<file path="src/rtl/greater_pkg.sv">
// Shared FSM state encoding and result codes for the serial magnitude comparator.
package greater_pkg;

  typedef enum logic [1:0] {
    IDLE    = 2'd0,
    COMPARE = 2'd1,
    DONE    = 2'd2
  } state_t;

  // Result code bit order is {gt, eq, lt}; exactly one bit set once a result exists.
  typedef logic [2:0] result_t;

  localparam result_t RES_NONE = 3'b000;
  localparam result_t GT       = 3'b100;
  localparam result_t EQ       = 3'b010;
  localparam result_t LT       = 3'b001;

endpackage

</file>
<file path="src/rtl/greater_digit.sv">
// Combinational DIGIT-bit unsigned slice comparator.
module greater_digit #(
  parameter int DIGIT = 2
) (
  input  logic [DIGIT-1:0] a,
  input  logic [DIGIT-1:0] b,
  output logic             gt,
  output logic             eq,
  output logic             lt
);

  assign gt = (a > b);
  assign eq = (a == b);
  assign lt = (a < b);

endmodule

</file>
<file path="src/rtl/greater_serial.sv">
// Serial a-vs-b comparator, DIGIT bits per cycle MSB-first with early exit.
// Define GREATER_SIGNED_EN for two's-complement operands (default: unsigned).
module greater_serial
  import greater_pkg::*;
#(
  parameter int WIDTH = 8,
  parameter int DIGIT = 2   // WIDTH must be an integer multiple of DIGIT
) (
  input  logic             clk,
  input  logic             rst_n,
  input  logic             start,
  input  logic [WIDTH-1:0] a,
  input  logic [WIDTH-1:0] b,
  output logic             busy,
  output logic             done,
  output logic             gt,
  output logic             eq,
  output logic             lt
);

  localparam int SLICES = WIDTH / DIGIT;
  localparam int CNT_W  = (SLICES > 1) ? $clog2(SLICES) : 1;

  state_t           state_q, state_d;
  result_t          res_q, res_d;
  logic [WIDTH-1:0] a_q, b_q;
  logic [WIDTH-1:0] a_in, b_in;
  logic [CNT_W-1:0] cnt_q;
  logic             load, advance;
  logic             slice_gt, slice_eq, slice_lt;

  // Flipping the sign bit maps two's-complement order onto unsigned order;
  // it only ever lands in the most significant slice.
  always_comb begin
    a_in = a;
    b_in = b;
`ifdef GREATER_SIGNED_EN
    a_in[WIDTH-1] = ~a[WIDTH-1];
    b_in[WIDTH-1] = ~b[WIDTH-1];
`endif
  end

  // Operands shift left each cycle, so the slice under test is always the top one.
  greater_digit #(.DIGIT(DIGIT)) u_digit (
    .a  (a_q[WIDTH-1 -: DIGIT]),
    .b  (b_q[WIDTH-1 -: DIGIT]),
    .gt (slice_gt),
    .eq (slice_eq),
    .lt (slice_lt)
  );

  // NOTE: every signal written here gets a default first, so no path leaves one unassigned and no latch is inferred.
  always_comb begin
    state_d = state_q;
    res_d   = res_q;
    load    = 1'b0;
    advance = 1'b0;
    unique case (state_q)
      IDLE: begin
        if (start) begin
          state_d = COMPARE;
          res_d   = RES_NONE;
          load    = 1'b1;
        end
      end
      COMPARE: begin
        if (slice_gt) begin
          state_d = DONE;
          res_d   = GT;
        end else if (slice_lt) begin
          state_d = DONE;
          res_d   = LT;
        end else if (cnt_q == '0) begin
          state_d = DONE;
          res_d   = EQ;
        end else begin
          advance = 1'b1;
        end
      end
      DONE:    state_d = IDLE;
      default: state_d = IDLE;
    endcase
  end

  // NOTE: state registers use non-blocking assignments so every flop samples pre-edge values.
  always_ff @(posedge clk or negedge rst_n) begin
    if (!rst_n) begin
      state_q <= IDLE;
      res_q   <= RES_NONE;
      a_q     <= '0;
      b_q     <= '0;
      cnt_q   <= '0;
    end else begin
      state_q <= state_d;
      res_q   <= res_d;
      if (load) begin
        a_q   <= a_in;
        b_q   <= b_in;
        cnt_q <= CNT_W'(SLICES - 1);
      end else if (advance) begin
        a_q   <= a_q << DIGIT;
        b_q   <= b_q << DIGIT;
        cnt_q <= cnt_q - CNT_W'(1);
      end
    end
  end

  assign busy         = (state_q == COMPARE);
  assign done         = (state_q == DONE);
  assign {gt, eq, lt} = res_q;

endmodule

</file>
<file path="config.mk">
export PLATFORM = sky130hd
export DESIGN_NAME = greater_serial
export DESIGN_NICKNAME = d
export VERILOG_FILES = /design/src/rtl/greater_pkg.sv /design/src/rtl/greater_digit.sv /design/src/rtl/greater_serial.sv
export SDC_FILE = /design/constraint.sdc
export NUM_CORES = 1
export LEC_CHECK = 0
export CAP_MARGIN = 20
export CORE_MARGIN = 1.5
export CORE_UTILIZATION = 40
export DETAILED_ROUTE_END_ITERATION = 12
export DONT_BUFFER_PORTS = 1
export PLACE_DENSITY = 0.57
export SETUP_SLACK_MARGIN = 0.5
export SLEW_MARGIN = 20
export SYNTH_ARGS = -nofsm -noshare
export SYNTH_HDL_FRONTEND = slang
export SYNTH_SLANG_ARGS = --single-unit
</file>
<file path="constraint.sdc">
create_clock -name clk -period 4.1 [get_ports clk]
set_input_delay 0.82 -clock clk [delete_from_list [all_inputs] [get_ports clk]]
set_output_delay 0.82 -clock clk [all_outputs]
set_load 0.005 [all_outputs]
</file>
==> reports/qor.txt, run 1 <==
post-cts hold buffer count -> 0
post-layout util -> 0.436
critical path's top delay family -> simple AND/OR/NAND/NOR gates
die footprint -> 0.00330 mm²
Lkg Pwr -> 0.000536 µW
Global Route Usage Sum -> 0.167
Adder-Cell Fraction of Synth Area -> 0.0317
die width -> 57.4 µm
# setup viols final -> 0
max cap viols -> 0
crit path buf inv count -> 0
CTS tree -> done
mean number of vias per cell -> 6.22
Arr. time, crit path -> 2.38 ns
pin count of the biggest net entering global routing -> 24
Clock Sinks -> 23
# Post-CTS Setup Buffers -> 0
DR iter-0 viols -> 35
routability cong. -> 0.730
fraction of layout cells with a size suffix above 1 -> 0.0841
clk root buf -> clkbuf_4
DR WL/cell -> 18.4 µm
Post-Syn Area -> 0.00118 mm²
final net count -> 130
Setup crit start kind -> flop
Final TNS setup -> 0 ns
Synthesized Nets -> 133
largest family of logic cells by synthesized area -> compound AO/OA/AOI/OAI gates
Post-Synth Simple-Gate Area -> 0.151
required time worst endpoint -> 4.29 ns
mux cell area share after synthesis -> 0
Mapped Cells -> 111
CTS buffer count -> 3
dpl hpwl -> 1.62 mm
Max-slew headroom -> 0.337
worst r2r path cells -> 4
H-tree Lvls -> 1
status -> finished clean
die height -> 57.4 µm
Post-Syn Area per Cell -> 10.7 µm²
Initial Util -> 0.426
Clock Skew -> 0.00398 ns
Max Freq -> 0.456 GHz
Crit path largest cell delay -> 0.78 ns
Final ANT Viol Nets -> 0
post-cts resize count -> 0
core area -> 0.00278 mm²
number of remaining DRC errors -> 0
flip-flop and latch count after synthesis -> 23
Fillers -> 264
number of synthesis warnings -> 0
DR pass1 iterations -> 4
endpoint class of the critical path -> flop
initial antenna violation count -> 0
commonest non-fill, non-tap cells in the layout -> dfrtp_1 (23), nand2_1 (15), o311a_1 (8), a221o_1 (8)
commonest non-fill, non-tap cell in the layout -> dfrtp_1
clock slew at reported path FFs -> 0.14 ns
Power Density -> 755 mW/mm²
area delta synth->final -> 2.32%
final hold vios -> 0
Core Rows -> 19
Hold WC Path Type -> primary input to async pin
critical path depth in cells -> 4
Compound-Gate Fraction of Synth Area -> 0.271
Crit Path Class -> flop to flop
Worst path slowest cell -> nor3_2
vias in the first global route -> 848
RSZ-0062 raised after global routing -> no
final worst-path cycle share -> 0.535
io pins -> 24
Critical Path, Cell by Cell -> ha_1 > nand4b_4 > nor3_2 > o21ai_0
vias -> 858
first-pass GRT wire length -> 4.23 mm
VDD IR max -> 0.000471 V
# diodes -> 0
Yosys cell types -> 29
Slew Viols, Final -> 0
drt total wl -> 2.54 mm
crit-path max FO -> 15
post-synthesis xor/xnor area fraction -> 0
slew of the pin with the lowest slew margin -> 0.990 ns
Overflow after GRT -> 0
IO Port Bufs -> 0
fin crit period -> 2.19 ns
CTS Buffer Depth -> 2
sequential area share after synthesis -> 0.486
Clk Latency, worst-skew pair -> 0.32 ns
power breakdown:
| group | internal [µW] | total [µW] | switching, µW |
|---|---|---|---|
| clock network | 37.3 | 113 | 75.8 |
| logic | 183 | 411 | 228 |
| registers | 324 | 391 | 66.6 |
| total | 545 | 916 | 371 |
cell usage after synthesis:
cell type | count | area (µm²)
nor2_1 | 2 | 7.51
nand2_1 | 15 | 56.3
o21ai_0 | 6 | 30.0
nor4_1 | 1 | 6.26
nor2b_1 | 4 | 25.0
inv_1 | 6 | 22.5
nor3b_2 | 1 | 12.5
ha_1 | 3 | 37.5
a31oi_1 | 2 | 12.5
o31ai_1 | 4 | 30.0
buf_2 | 6 | 30.0
and4b_1 | 1 | 10.0
o21ba_2 | 1 | 10.0
nand4_1 | 2 | 12.5
clkbuf_1 | 2 | 7.51
o311a_1 | 8 | 80.1
o311ai_1 | 1 | 8.76
dfrtp_1 | 23 | 576
a21oi_1 | 4 | 20.0
a41oi_1 | 2 | 17.5
nor3_2 | 1 | 10.0
o2bb2ai_1 | 1 | 8.76
nand4b_4 | 1 | 23.8
a221o_1 | 8 | 80.1
a22o_1 | 1 | 8.76
or3b_1 | 1 | 8.76
nand2b_1 | 1 | 6.26
buf_6 | 1 | 11.3
o211ai_1 | 2 | 15.0
area by class of cell:
| cell class | instances | area (µm²) | area share |
|---|---|---|---|
| sequential | 23 | 576 | 0.475 |
| inverter | 6 | 22.5 | 0.0186 |
| clock buffer | 3 | 22.5 | 0.0186 |
| clock inverter | 1 | 7.51 | 0.00619 |
| timing repair buffer | 1 | 7.51 | 0.00619 |
| multi-input combinational | 73 | 538 | 0.444 |
| tap | 31 | 38.8 | 0.0320 |
cell families (layout without fill, tap and decap cells):
kind of cell               after synthesis  count (layout)
AOI/OAI and AO/OA                       40              40
and+or+nand+nor                         30              30
DFF                                     23              23
buffers and inverters                   15              11
adders and majority gates                3               3
metal layers:
layer / vias up / share of wire / track usage
met1: 422 / 0.48 / 0.237
met3: 2 / 0.033 / 0.0567
met2: 15 / 0.48 / 0.253
li1: 419 / - / -
met5: - / 0 / 0
met4: 0 / 0.0055 / 0.0299
per-stage QoR:
step	instance area (µm²)	total power [µW]	std cells	setup slack, ns	hold slack, ns
6_report	1210	916	138	1.91	0.166
5_1_grt	1210	985	138	1.76	0.128
4_1_cts	1210	921	138	1.90	0.155
3_5_place_dp	1180	808	134	1.91	0.497
3_3_place_gp	1180	797	134	1.94	0.489
2_1_floorplan	1180	732	111	2.31	0.472
flip-flops by register name, summed over array words and instances, names as in the netlist:
register and flops:
b_q 8, cnt_q 2, res_q 3, state_q 2
a_q 8
worst paths after layout:
kind	start	endpoint	slack [ns]
max in group asynchronous	rst_n	state_q[0]$_DFFE_PN0P_	3.86
min reg2reg	a_q[1]$_DFFE_PN0P_	a_q[3]$_DFFE_PN0P_	0.53
max	a_q[7]$_DFFE_PN0P_	b_q[0]$_DFFE_PN0P_	1.91
min in group clk	a_q[1]$_DFFE_PN0P_	a_q[3]$_DFFE_PN0P_	0.53
max reg2reg	a_q[7]$_DFFE_PN0P_	b_q[0]$_DFFE_PN0P_	1.91
min	rst_n	a_q[2]$_DFFE_PN0P_	0.17
(Power assumes the default switching activity.)
==> inputs of run 2 (changes only) <==
- PLACE_DENSITY: 0.57 -> 0.59
- clock period: 4.1 -> 1.9 ns (I/O delays scaled with it)
==> run 2 against run 1 <==
Effect of this change: global-route usage grew 2.8 points; fmax increased by 36%; utilization grew 9.9 points; via count is 18% higher; non-clock buffer count increased by 19; critical path depth rose by 2; cell count grew 14%; sequential power up 120%; final area grew 23%; first-iteration DRC count fell by 2.9%; sequential cell count did not move; clock skew increased by 0.0037 ns.
==> reports/qor.txt, run 2 (synthesized netlist as in run 1, its figures left out) <==
io pins -> 24
dpl hpwl -> 1.83 mm
endpoint class of the critical path -> flop
Final TNS setup -> 0 ns
clock slew at reported path FFs -> 0.13 ns
Crit path largest cell delay -> 0.44 ns
Global Route Usage Sum -> 0.195
Clock Sinks -> 23
final worst-path cycle share -> 0.850
Clock Power Share -> 0.091
Switch Pwr -> 1000 µW
post-layout util -> 0.535
Crit Path Class -> flop to flop
fraction of layout cells with a size suffix above 1 -> 0.354
mean number of vias per cell -> 6.41
Max-slew headroom -> 0.645
combinational share of power -> 0.568
DR WL/cell -> 19.7 µm
area delta synth->final -> 25.7%
P_int -> 1520 µW
VDD IR max -> 0.000986 V
final hold vios -> 0
Largest regs -> a_q: 8 flops, b_q: 8 flops, res_q: 3 flops
commonest non-fill, non-tap cell in the layout -> dfrtp_1
CTS Buffer Depth -> 2
pin count of the biggest net entering global routing -> 24
Power Density -> 1690 mW/mm²
Final ANT Viol Nets -> 0
Hold WC Path Type -> primary input to async pin
Critical Path, Cell by Cell -> ha_4 > nand4b_4 > nor3_4 > buf_4 > buf_6 > o211ai_1
Setup crit start kind -> flop
slew of the pin with the lowest slew margin -> 0.533 ns
final net count -> 150
area of the multi-input gates -> 664 µm²
R2R Setup Slk -> 0.29 ns
number of remaining DRC errors -> 0
core area -> 0.00278 mm²
sequential share of power -> 0.340
H-tree Lvls -> 1
commonest non-fill, non-tap cells in the layout -> dfrtp_1 (22), nand2_1 (14), buf_4 (14), o311a_1 (8), a221o_1 (8)
max cap viols -> 0
crit-path max FO -> 6
fin crit period -> 1.61 ns
drt total wl -> 3.11 mm
vias -> 1013
DR iter-0 viols -> 34
CTS tree -> done
die footprint -> 0.00330 mm²
Lkg Pwr -> 0.000659 µW
Fillers -> 238
die width -> 57.4 µm
Initial Util -> 0.426
Max Freq -> 0.619 GHz
clk root buf -> clkbuf_4
initial antenna violation count -> 0
DR pass1 iterations -> 4
Non-Filler Instances -> 158
IO Port Bufs -> 0
die height -> 57.4 µm
Slew Viols, Final -> 0
# setup viols final -> 0
dpl cells -> 141
Core Rows -> 19
Reg area -> 577 µm²
CTS buffer count -> 3
Arr. time, crit path -> 1.83 ns
# diodes -> 0
routability cong. -> 0.833
sw frac -> 0.398
vias in the first global route -> 1060
Worst path slowest cell -> dfrtp_1
first-pass GRT wire length -> 5.02 mm
Overflow after GRT -> 0
status -> finished clean
required time worst endpoint -> 2.11 ns
Tot Pwr -> 2520 µW
Clock Skew -> 0.00767 ns
RSZ-0062 raised after global routing -> yes
Clk Latency, worst-skew pair -> 0.32 ns
run 2: path summary, 6_finish.rpt:
| kind | from | endpoint | depth (start not counted) |
|---|---|---|---|
| min in group clk | b[0] | b_q[0]$_DFFE_PN0P_ | 2 |
| worst max-delay path | b_q[6]$_DFFE_PN0P_ | a_q[7]$_DFFE_PN0P_ | 6 |
| worst min register to register | b_q[3]$_DFFE_PN0P_ | b_q[5]$_DFFE_PN0P_ | 1 |
| worst min-delay path | rst_n | res_q[2]$_DFFE_PN0P_ | 1 |
| max in group asynchronous | rst_n | state_q[1]$_DFFE_PN0P_ | 1 |
| worst max register to register | b_q[6]$_DFFE_PN0P_ | a_q[7]$_DFFE_PN0P_ | 6 |
run 2: routing by layer:
| metal | GRT usage | vias up | routed length [µm] |
|---|---|---|---|
| met2 | 0.328 | 29 | 1600 |
| met5 | 0 | - | 0 |
| met3 | 0.0499 | 2 | 163 |
| met4 | 0.0399 | 0 | 27 |
| li1 | - | 463 | - |
| met1 | 0.255 | 519 | 1320 |
run 2: final cells by class:
class | count | share of cell area
sequential | 23 | 0.387
inverter | 6 | 0.0151
clock buffer | 4 | 0.0176
timing repair buffer | 20 | 0.108
multi-input combinational | 74 | 0.446
tap | 31 | 0.0261
run 2: what timing repair did:
item	4_1_cts	5_1_grt
setup buffers	4	5
pin swaps	2	2
hold buffers	1	0
cloned	2	1
resized for setup	11	18
endpoints found under the hold margin	23	0
endpoints found under the setup margin	24	25
run 2: power by group through the flow:
| stage | Sequential, µW | Combinational [µW] | Clock, µW |
|---|---|---|---|
| global placement | 841 | 1010 | 0 |
| detailed placement | 848 | 1030 | 0 |
| CTS | 844 | 1250 | 236 |
| floorplan | 824 | 833 | 0 |
| finish | 856 | 1430 | 230 |
| global route | 884 | 1550 | 258 |
run 2: worst max-delay path, delay by kind of cell, from the launching register on:
family	cells	cell delay (ns)
compound gates	1	0.07
fa+ha+maj	1	0.32
buf+inv	2	0.25
flops	1	0.44
simple gates	2	0.43
run 2: stage by stage:
| step | setup WS [ns] | hold WS [ns] | instance area (µm²) |
|---|---|---|---|
| 6_report | 0.285 | 0.0184 | 1490 |
| 5_1_grt | 0.228 | 0.0377 | 1490 |
| 4_1_cts | 0.293 | 0.174 | 1390 |
| 3_5_place_dp | 0.227 | 0.0851 | 1260 |
| 3_3_place_gp | 0.241 | 0.0852 | 1260 |
| 2_1_floorplan | 0.307 | 0.0844 | 1220 |
==> inputs of run 3 (changes only) <==
- clock period: 1.9 -> 1.4 ns (I/O delays scaled with it)
==> run 3 against run 2 <==
Effect of this change: the flow now finishes with violations (negative hold slack, negative setup slack); first-iteration DRC count fell by 50%; clock skew is 0.0013 ns lower; non-clock buffer count up 4; combinational power increased by 52%; fmax increased by 0.57%; worst hold slack worse by 0.13 ns; critical path depth shrank 2; setup slack got worse by 0.49 ns; global-route usage is 0.44 points higher; die area stayed put; final area rose by 7.3%; via count is 2.0% lower; largest power group unchanged.
==> reports/qor.txt, run 3 (synthesized netlist as in run 1, its figures left out) <==
core area -> 0.00278 mm²
Worst path slowest cell -> dfrtp_1
area delta synth->final -> 34.8%
Max-slew headroom -> 0.658
met3 WL -> 114 µm
setup ws final -> -0.206 ns
sequential share of power -> 0.320
post-layout util -> 0.574
Core Rows -> 19
first-pass GRT wire length -> 5.04 mm
final hold vios -> 23
Arr. time, crit path -> 1.83 ns
dpl cells -> 155
Hold WC Path Type -> primary input to async pin
area of the multi-input gates -> 698 µm²
final net count -> 154
fraction of layout cells with a size suffix above 1 -> 0.420
max cap viols -> 0
failing checks -> negative hold slack, negative setup slack
Fillers -> 250
Final ANT Viol Nets -> 0
number of remaining DRC errors -> 0
commonest non-fill, non-tap cells in the layout -> dfrtp_1 (21), buf_4 (16), nand2_1 (14), o311a_1 (8), a221o_1 (8)
Overflow after GRT -> 0
Global Route Usage Sum -> 0.200
Largest regs -> a_q: 8 flops, b_q: 8 flops, res_q: 3 flops
Clock Power Share -> 0.093
combinational share of power -> 0.587
DR iter-0 viols -> 17
RSZ-0062 raised after global routing -> yes
io pins -> 24
fin crit period -> 1.61 ns
P_int -> 2230 µW
crit path from -> b_q[6]$_DFFE_PN0P_
Clock Sinks -> 23
vias in the first global route -> 1037
Tot Pwr -> 3690 µW
Crit Path Class -> flop to flop
post-cts hold buffer count -> 1
mean number of vias per cell -> 6.13
commonest non-fill, non-tap cell in the layout -> dfrtp_1
Clock Skew -> 0.00636 ns
worst r2r path cells -> 4
status -> finished with violations
Switch Pwr -> 1460 µW
DR WL/cell -> 18.7 µm
Critical Path, Cell by Cell -> ha_4 > nand4b_4 > o311a_1 > a221o_1
critical path depth in cells -> 4
die width -> 57.4 µm
clock slew at reported path FFs -> 0.14 ns
CTS buffer count -> 3
# setup viols final -> 23
die height -> 57.4 µm
Reg area -> 578 µm²
Crit path largest cell delay -> 0.45 ns
fin area -> 0.00160 mm²
final worst-path cycle share -> 1.15
endpoint class of the critical path -> flop
R2R Setup Slk -> -0.21 ns
crit-path max FO -> 6
Initial Util -> 0.426
Hold Slack -> -0.110 ns
Area after DPL -> 0.00143 mm²
drt total wl -> 3.02 mm
metal2 WL -> 1.53 mm
Lkg Pwr -> 0.000703 µW
# diodes -> 0
VDD IR max -> 0.00181 V
H-tree Lvls -> 1
initial antenna violation count -> 0
CTS tree -> done
Clk Latency, worst-skew pair -> 0.33 ns
Non-Filler Instances -> 162
crit path buf inv count -> 0
sw frac -> 0.396
worst setup path end -> a_q[4]$_DFFE_PN0P_
dpl hpwl -> 1.97 mm
critical path's top delay family -> compound AO/OA/AOI/OAI gates
Critical R2R Capture -> a_q[4]$_DFFE_PN0P_
Power Density -> 2310 mW/mm²
IO Port Bufs -> 0
Slew Viols, Final -> 0
clk root buf -> clkbuf_4
required time worst endpoint -> 1.63 ns
RR Startpoint -> b_q[6]$_DFFE_PN0P_
Max Freq -> 0.623 GHz
CTS Buffer Depth -> 2
DRT met1 WL -> 1.33 mm
Setup crit start kind -> flop
slew of the pin with the lowest slew margin -> 0.513 ns
routability cong. -> 0.812
die footprint -> 0.00330 mm²
vias -> 993
top sig layer -> met4
pin count of the biggest net entering global routing -> 24
DR pass1 iterations -> 4
## run 3: changes by cell type in the layout (fill, tap and decap cells not counted), moves of 2 or more
cell	change
buf_12	+3
a41oi_1	-2
a41oi_2	+2
buf_4	+2
## run 3: repair_timing
| item | in CTS | in global routing |
|---|---|---|
| cloned | 1 | 0 |
| gates resized for setup | 15 | 8 |
| buffers inserted | 0 | 1 |
| endpoints found under the hold margin | 23 | 23 |
| endpoints found under the setup margin | 28 | 28 |
| pin swaps | 5 | 1 |
## run 3: how the worst min path moves through the flow
| stage | from | endpoint | slack (ns) | cells after the start |
|---|---|---|---|---|
| final | rst_n | res_q[0]$_DFFE_PN0P_ | -0.11 | 1 |
| after global routing | rst_n | b_q[1]$_DFFE_PN0P_ | -0.08 | 1 |
| after CTS | a[1] | a_q[1]$_DFFE_PN0P_ | 0.05 | 2 |
| after detailed placement | rst_n | b_q[1]$_DFFE_PN0P_ | -0.02 | 0 |
| after global placement | rst_n | b_q[0]$_DFFE_PN0P_ | -0.02 | 0 |
| after floorplan | rst_n | a_q[0]$_DFFE_PN0P_ | -0.02 | 0 |
## run 3: power groups by stage
stage	Sequential (µW)	Combinational [µW]	Clock [µW]
floorplan	1130	1220	0
global placement	1160	1740	0
detailed placement	1170	1770	0
CTS	1180	2040	349
global route	1210	2360	365
finish	1180	2170	342
## run 3: area by class of cell
cell class	instances	share of cell area
repair buffers	24	0.144
inverters	6	0.0141
clock inverters	1	0.00470
clock buffers	3	0.0141
well taps	31	0.0243
multi-input cells	74	0.437
flip-flops and latches	23	0.362
## run 3: metrics by stage
stage               worst slack, ns  setup TNS, ns
floorplan                    -0.192          -1.73
global placement             -0.200          -3.08
detailed placement           -0.232          -3.74
CTS                          -0.197          -3.06
global route                 -0.254          -4.63
finish                       -0.206          -3.24
## run 3: per-layer routing
layer	up-vias	GRT usage
li1	472	-
met1	494	0.263
met2	23	0.320
met3	4	0.0499
met4	0	0.0698
met5	-	0
